<file path="src/rtl/stream_mac_pipe_if.sv">
// Stream handshake bundle for the multiply-accumulate pipe: operand beats in,
// product/sum beats out. The block connects through the slave modport.
interface stream_mac_pipe_if #(
    parameter int DATA_W = 16,
    parameter int ACC_W  = 40
);
    logic              i_valid;
    logic              i_ready;
    logic [DATA_W-1:0] i_payload_a;
    logic [DATA_W-1:0] i_payload_b;
    logic              i_signed;
    logic              i_accum;
    logic              i_last;
    logic              o_valid;
    logic              o_ready;
    logic [ACC_W-1:0]  o_payload;
    logic              o_overflow;

    modport master (
        output i_valid, i_payload_a, i_payload_b, i_signed, i_accum, i_last, o_ready,
        input  i_ready, o_valid, o_payload, o_overflow
    );

    modport slave (
        input  i_valid, i_payload_a, i_payload_b, i_signed, i_accum, i_last, o_ready,
        output i_ready, o_valid, o_payload, o_overflow
    );
endinterface

</file>
<file path="src/rtl/stream_mac_pipe.sv">
// Elastic multiply/accumulate pipeline: product formed on acceptance, carried
// through STAGES valid-tagged registers, then summed or emitted at the tail.
module stream_mac_pipe #(
    parameter int DATA_W = 16,
    parameter int STAGES = 3,
    parameter int ACC_W  = 40
) (
    input logic              clk,
    input logic              reset,
    stream_mac_pipe_if.slave bus
);

    function automatic logic [ACC_W-1:0] ext_product(input logic [DATA_W-1:0] a,
                                                     input logic [DATA_W-1:0] b,
                                                     input logic              sgn);
        logic signed [2*DATA_W-1:0] sa, sb, sp;
        logic        [2*DATA_W-1:0] ua, ub, up;
        sa = (2*DATA_W)'($signed(a));
        sb = (2*DATA_W)'($signed(b));
        sp = sa * sb;
        ua = (2*DATA_W)'(a);
        ub = (2*DATA_W)'(b);
        up = ua * ub;
        return sgn ? ACC_W'(sp) : ACC_W'(up);
    endfunction

    // Returns {overflow, wrapped sum}; overflow is carry-out or signed overflow per sgn.
    function automatic logic [ACC_W:0] acc_add(input logic [ACC_W-1:0] acc,
                                               input logic [ACC_W-1:0] p,
                                               input logic             sgn);
        logic [ACC_W:0] wide;
        logic           ovf;
        wide = {1'b0, acc} + {1'b0, p};
        if (sgn) ovf = (acc[ACC_W-1] == p[ACC_W-1]) && (wide[ACC_W-1] != acc[ACC_W-1]);
        else     ovf = wide[ACC_W];
        return {ovf, wide[ACC_W-1:0]};
    endfunction

    logic [STAGES-1:0] vld_p;
    logic [ACC_W-1:0]  prod_p [STAGES];
    logic [STAGES-1:0] sgn_p;
    logic [STAGES-1:0] accum_p;
    logic [STAGES-1:0] last_p;
    logic [STAGES-1:0] adv;

    logic [ACC_W-1:0]  acc;
    logic              acc_ovf;
    logic [ACC_W:0]    sum;
    logic              out_free;
    logic              fin_sink;
    logic              fin_go;
    logic              fin_emit;
    logic              in_fire;

    assign out_free = !bus.o_valid || bus.o_ready;
    // Non-final accumulate beats are consumed by the accumulator, so they never wait on the output.
    assign fin_sink = accum_p[STAGES-1] && !last_p[STAGES-1];
    assign fin_go   = vld_p[STAGES-1] && (fin_sink || out_free);
    assign fin_emit = fin_go && !fin_sink;
    assign sum      = acc_add(acc, prod_p[STAGES-1], sgn_p[STAGES-1]);

    assign bus.i_ready = !reset && (!vld_p[0] || adv[0]);
    assign in_fire     = bus.i_valid && bus.i_ready;

    // A stage moves if any later stage is empty or the tail itself drains.
    always_comb begin
        logic hole;
        hole = 1'b0;
        adv  = '0;
        for (int k = STAGES - 1; k >= 0; k--) begin
            adv[k] = vld_p[k] && (hole || fin_go);
            hole   = hole || !vld_p[k];
        end
    end

    always_ff @(posedge clk) begin
        if (reset) begin
            vld_p <= '0;
        end else begin
            vld_p[0] <= in_fire || (vld_p[0] && !adv[0]);
            for (int k = 1; k < STAGES; k++) begin
                vld_p[k] <= adv[k-1] || (vld_p[k] && !adv[k]);
            end
        end
    end

    // Stage 0 captures the extended product; later stages shift on advance.
    always_ff @(posedge clk) begin
        if (in_fire) begin
            prod_p[0]  <= ext_product(bus.i_payload_a, bus.i_payload_b, bus.i_signed);
            sgn_p[0]   <= bus.i_signed;
            accum_p[0] <= bus.i_accum;
            last_p[0]  <= bus.i_last;
        end
        for (int k = 1; k < STAGES; k++) begin
            if (adv[k-1]) begin
                prod_p[k]  <= prod_p[k-1];
                sgn_p[k]   <= sgn_p[k-1];
                accum_p[k] <= accum_p[k-1];
                last_p[k]  <= last_p[k-1];
            end
        end
    end

    // Output register and accumulator
    always_ff @(posedge clk) begin
        if (reset) begin
            bus.o_valid    <= 1'b0;
            bus.o_payload  <= '0;
            bus.o_overflow <= 1'b0;
            acc            <= '0;
            acc_ovf        <= 1'b0;
        end else begin
            if (fin_emit) begin
                bus.o_valid <= 1'b1;
                if (accum_p[STAGES-1]) begin
                    bus.o_payload  <= sum[ACC_W-1:0];
                    bus.o_overflow <= acc_ovf || sum[ACC_W];
                    acc            <= '0;
                    acc_ovf        <= 1'b0;
                end else begin
                    bus.o_payload  <= prod_p[STAGES-1];
                    bus.o_overflow <= 1'b0;
                end
            end else if (bus.o_ready) begin
                bus.o_valid <= 1'b0;
            end
            if (fin_go && fin_sink) begin
                acc     <= sum[ACC_W-1:0];
                acc_ovf <= acc_ovf || sum[ACC_W];
            end
        end
    end

endmodule

</file>
<file path="src/flat_wrapper.sv">
// flat-port wrapper written by rule: the top's interface ports become plain ports
module stream_mac_pipe_flat 
#(
    parameter int DATA_W = 16,
    parameter int STAGES = 3,
    parameter int ACC_W  = 40
)
  (clk, reset, bus_i_valid, bus_i_payload_a, bus_i_payload_b, bus_i_signed, bus_i_accum, bus_i_last, bus_o_ready, bus_i_ready, bus_o_valid, bus_o_payload, bus_o_overflow);
  stream_mac_pipe_if #(.DATA_W(DATA_W), .ACC_W(ACC_W)) bus_i ();
  input logic clk;
  input logic reset;
  input wire logic [$bits(bus_i.i_valid)-1:0] bus_i_valid;
  input wire logic [$bits(bus_i.i_payload_a)-1:0] bus_i_payload_a;
  input wire logic [$bits(bus_i.i_payload_b)-1:0] bus_i_payload_b;
  input wire logic [$bits(bus_i.i_signed)-1:0] bus_i_signed;
  input wire logic [$bits(bus_i.i_accum)-1:0] bus_i_accum;
  input wire logic [$bits(bus_i.i_last)-1:0] bus_i_last;
  input wire logic [$bits(bus_i.o_ready)-1:0] bus_o_ready;
  output wire logic [$bits(bus_i.i_ready)-1:0] bus_i_ready;
  output wire logic [$bits(bus_i.o_valid)-1:0] bus_o_valid;
  output wire logic [$bits(bus_i.o_payload)-1:0] bus_o_payload;
  output wire logic [$bits(bus_i.o_overflow)-1:0] bus_o_overflow;
  assign bus_i.i_valid = bus_i_valid;
  assign bus_i.i_payload_a = bus_i_payload_a;
  assign bus_i.i_payload_b = bus_i_payload_b;
  assign bus_i.i_signed = bus_i_signed;
  assign bus_i.i_accum = bus_i_accum;
  assign bus_i.i_last = bus_i_last;
  assign bus_i.o_ready = bus_o_ready;
  assign bus_i_ready = bus_i.i_ready;
  assign bus_o_valid = bus_i.o_valid;
  assign bus_o_payload = bus_i.o_payload;
  assign bus_o_overflow = bus_i.o_overflow;
  stream_mac_pipe #(.DATA_W(DATA_W), .STAGES(STAGES), .ACC_W(ACC_W)) u_core (.clk(clk), .reset(reset), .bus(bus_i));
endmodule
</file>
<file path="config.mk">
export PLATFORM = sky130hd
export DESIGN_NAME = stream_mac_pipe_flat
export DESIGN_NICKNAME = d
export VERILOG_FILES = /design/src/rtl/stream_mac_pipe_if.sv /design/src/rtl/stream_mac_pipe.sv /design/src/flat_wrapper.sv
export SDC_FILE = /design/constraint.sdc
export NUM_CORES = 1
export LEC_CHECK = 0
export ABC_AREA = 0
export BUFFER_PORTS_ARGS = -buffer_cell sky130_fd_sc_hd__buf_2
export CAP_MARGIN = 10
export CORE_MARGIN = 4
export CORE_UTILIZATION = 42
export CTS_CLUSTER_DIAMETER = 40
export DETAILED_ROUTE_END_ITERATION = 6
export GPL_TIMING_DRIVEN = 0
export PLACE_DENSITY = 0.55
export SYNTH_ARGS = -nofsm -noshare
export SYNTH_HDL_FRONTEND = slang
export SYNTH_SLANG_ARGS = --single-unit
export TNS_END_PERCENT = 20
</file>
<file path="constraint.sdc">
create_clock -name clk -period 15.5 [get_ports clk]
set_clock_uncertainty 0.15 [all_clocks]
set_input_delay 1.55 -clock clk [delete_from_list [all_inputs] [get_ports clk]]
set_output_delay 1.55 -clock clk [all_outputs]
set_load 0.01 [all_outputs]
</file>
# ---- After elaboration in Yosys (flattened, before gate mapping)
# Memories as Yosys holds them, arrays and structs flattened.
# Index checks and enable logic that the tools add are counted.
dict set report op_classes {
  mux 18
  n_addsub 1
  eq_ne 2
  reduce_logical 37
  n_mul 2
}
# operator count
set ops {}
lappend ops {{$mux 40} 5}
lappend ops {{$mul 16x16->32} 2}
lappend ops {{$add 40x40->41} 1}
lappend ops {{$logic_and 1x1->1} 13}
lappend ops {{$mux 1} 13}
lappend ops {{$logic_not 1->1} 10}
lappend ops {{$logic_or 1x1->1} 10}
lappend ops {{$reduce_bool 2->1} 3}
lappend ops {{$reduce_and 2->1} 1}
lappend ops {{$eq 1x1->1} 1}
lappend ops {{$ne 1x1->1} 1}
dict set report totals {
  n_memories 1
  ram_bits 120
  reg_bits 95
  output_inout_bits 43
}
# memory depth width read_ports rd_clocked_by_memory_dff write_ports line
set mem_list {}
lappend mem_list {u_core.prod_p 3 40 3 0 3 stream_mac_pipe.sv:40} ;# logic [ACC_W-1:0] prod_p [STAGES];

# ---- Logic depth before layout (Yosys ltp)
dict set report logic_depth {
  depth_word 11
  mapped_depth 26
}

# ---- Worst setup path after synthesis
# No wires, ideal clock.
dict set report synth_path {
  path_type {in2reg}
  from {input bus_i_payload_a[15]}
  to {memory u_core.prod_p[0][30], data pin}
  arrival_time_ns 7.015
  required_time_ns 15.076
  cell_stages 21
  slack_ns 8.061
  path_cell_list {clkbuf_1 -> nand2_1 -> inv_1 -> fa_1 -> fa_1 -> fa_1 -> fa_1 -> fa_1 -> inv_1 -> fa_1 -> inv_1 -> ha_1 -> clkbuf_1 -> nand3_1 -> nor2_1 -> nand2_1 -> a211o_1 -> a311oi_1 -> a31oi_1 -> xor2_1 -> mux2i_1}
}
# element line
set synth_lines {}
lappend synth_lines {{from (decl)} flat_wrapper.sv:13} ;# input wire logic [$bits(bus_i.i_payload_a)-1:0] bus_i_payload_a;
lappend synth_lines {{to (decl)} stream_mac_pipe.sv:40}

==> impl_metrics.tcl <==
set metrics [dict create \
    grt_first_pass_wirelength_um 102100 \
    wl_per_cell_um 19.40 \
    die_area_um2 59890 \
    max_stage_delay_ns 0.62 \
    hold_depth 0 \
    critPathBufInv 5 \
    hold_path.class "reg -> reg" \
    dpl.hpwl_um 54840 \
    period_share_pct 53.99 \
    start_util_pct 42.56 \
    layout_min_cycle_time_ns 8.368 \
    final_nets 3159 \
    setup_viol 0 \
    holdPathEnd "u_core.prod_p[0][91]$_DFFE_PP_" \
    grt_max_degree 37 \
    vias 17220 \
    die_w_um 244.7 \
    slowest_stage "clkbuf_1" \
    status "finished clean" \
    synth.top_cell.area_share_pct 31.21 \
    clock-sinks 194 \
    cpMostUsedCell "fa_1" \
    cts_tree "done" \
    synth.area.top_cells "fa_1, edfxtp_1, ha_1, inv_1, dfxtp_1" \
    path_clk_slew_ns 0.07 \
    clk_path_buf_depth 2 \
    ctsHoldBuffers 0 \
    routed_via_density 5.183 \
    core_area_um2 55310 \
    drt_iter0_drc 845 \
    ios 82 \
    drc_errors 0 \
    fillers 5435 \
    ys_warn_count 0 \
    synth-main-ff-cell "edfxtp_1" \
    avgSynthCellArea_um2 9.568 \
    ant_nets 0 \
    syn_nets 3058 \
    synth_area_leader_cell "fa_1" \
    worstMarginPinSlew_ns 1.187 \
    synthArstFlopShare_pct 0 \
    cts_buffers 17 \
    ys_types 75 \
    crit_family "adder cells" \
    drive_above_1_share_pct 5.633 \
    worstPathRequired_ns 15.52 \
    port_buffers 80 \
    finalMaxSlewViolations 0 \
    rr_endpoint "u_core.bus.o_payload[26]$_SDFFE_PP0P_" \
    grt_overflow 0 \
    whs_ns 0.2667 \
    r2r_setup_slack_ns 11.50 \
    timing.hold.worst.start "u_core.prod_p[0][51]$_DFFE_PP_" \
    cp.arrival_ns 8.39 \
    cts_setup_buffers 0 \
    synth_edf_count 108 \
    area_growth_pct 8.346 \
    fmax_mhz 119.5 \
    drtPass1Iterations 5 \
    track_usage_pct 21.83 \
    layout_commonest_cell "inv_1" \
    yosysSeqAreaShare_pct 21.09 \
    fin_tns_setup_ns 0 \
    hold_viol 0 \
    rsz0062_at_grt "false" \
    end_kind "flop" \
    synthCells 2460 \
    diodes 0 \
    slew_headroom_pct 18.82 \
    htreeDepth 4 \
    ys_seq_elements 194 \
    finalWirelength_um 64430 \
    synth_area_um2 23540 \
    final_cell_mix "inv_1, fa_1, nand2_1, ha_1, nor2_1" \
    path_max_fanout 10 \
    cts-root-buf "clkbuf_16" \
    worst-r2r-cell-count 11 \
    r2r_start "u_core.prod_p[0][80]$_DFFE_PP_" \
    critPathLaunchType "primary input" \
    gp_congestion 0.9053 \
    antenna_found_initial 1 \
    maxCapViolations 0 \
    path_class "in -> reg" \
    insertion_delay_ns 0.45 \
    die_y_um 244.7 \
    placementRows 86 \
    ctsResizeCount 0 \
    grt_pass1_vias 18260 \
    crit_chain "buf_2, clkbuf_1, nand2_1, fa_1, fa_1, inv_1, fa_1, inv_1, fa_1, fa_1, fa_1, inv_1, ha_1, nand2_1, o21ai_0, o21a_1, a31oi_1, a211o_1, a311oi_1, a31oi_1, xor2_1, mux2i_1" \
]
[routing by layer]
| metal | GRT usage, % | wire length, um | vias to the layer above |
|---|---|---|---|
| li1 | - | - | 8114 |
| met1 | 29.21 | 29040 | 8579 |
| met2 | 36.62 | 30380 | 418 |
| met3 | 3.059 | 2656 | 104 |
| met4 | 7.484 | 2351 | 2 |
| met5 | 0 | 8 | - |
[worst max path at each step]
stage                                           endpoint                 from  cells past startpoint  slack, ns
after floorplan           u_core.prod_p[0][30]$_DFFE_PP_  bus_i_payload_a[15]                     21       8.06
after global placement    u_core.prod_p[0][30]$_DFFE_PP_  bus_i_payload_a[15]                     22       6.71
after detailed placement  u_core.prod_p[0][30]$_DFFE_PP_  bus_i_payload_a[15]                     22       6.69
after CTS                 u_core.prod_p[0][30]$_DFFE_PP_  bus_i_payload_a[11]                     22       7.17
after global routing      u_core.prod_p[0][30]$_DFFE_PP_  bus_i_payload_a[15]                     22       6.81
final                     u_core.prod_p[0][30]$_DFFE_PP_  bus_i_payload_a[11]                     22       7.13
[per-stage QoR]
step	area [um^2]	utilization [%]	instances	setup slack (ns)
after global placement	24870	44.97	3288	6.712
after CTS	25500	46.11	3322	7.170
after floorplan	23540	-	2460	8.061
after global routing	25500	46.11	3322	6.813
after detailed placement	24930	45.08	3290	6.689
final	25500	46.11	3322	7.132
[kinds of logic after synthesis]
kind of cell,synth area share (%)
DFF,21.09
xor gates and xnor gates,3.423
AOI/OAI and AO/OA,11.56
buffers and inverters,9.287
adders and majority gates,41.42
and+or+nand+nor,12.26
muxes,0.9568
[state kept, by name (all words and copies together), names as in the netlist]
signal	cells
u_core.bus.o_overflow	1
u_core.bus.o_valid	1
u_core.prod_p	99
u_core.accum_p	3
u_core.acc	40
u_core.sgn_p	3
u_core.last_p	3
u_core.acc_ovf	1
u_core.vld_p	3
u_core.bus.o_payload	40
[synth_stat cells (all sizes together) (6+ instances only)]
| cell | number |
|---|---|
| a22oi | 29 |
| nand4 | 10 |
| and2 | 123 |
| nor3 | 24 |
| o21a | 15 |
| dfxtp | 86 |
| inv | 482 |
| o21ai | 65 |
| a21oi | 119 |
| o31ai | 6 |
| nand2b | 21 |
| and3 | 7 |
| nor2 | 142 |
| clkbuf | 75 |
| mux2i | 18 |
| o311ai | 6 |
| a21o | 40 |
| a31oi | 13 |
| xnor2 | 61 |
| a211o | 9 |
| nand3 | 22 |
| a221oi | 6 |
| edfxtp | 108 |
| nand2 | 224 |
| ha | 192 |
| nor2b | 9 |
| a211oi | 38 |
| o21bai | 15 |
| o211ai | 10 |
| xor2 | 31 |
| buf | 13 |
| fa | 367 |
[cell type report]
class / instances / area (um^2) / share of cell area (%)
multi-input cells: 1696 / 16410 / 64.34
clock inverters: 14 / 117.6 / 0.4612
repair buffers: 82 / 440.4 / 1.727
inverters: 482 / 1809 / 7.095
well taps: 748 / 935.9 / 3.670
plain buffers: 88 / 376.6 / 1.477
clock buffers: 18 / 450.4 / 1.766
flip-flops and latches: 194 / 4965 / 19.47
Power is not shown: default switching activity piles up to over one toggle a cycle in this logic, so the estimate is an artifact.
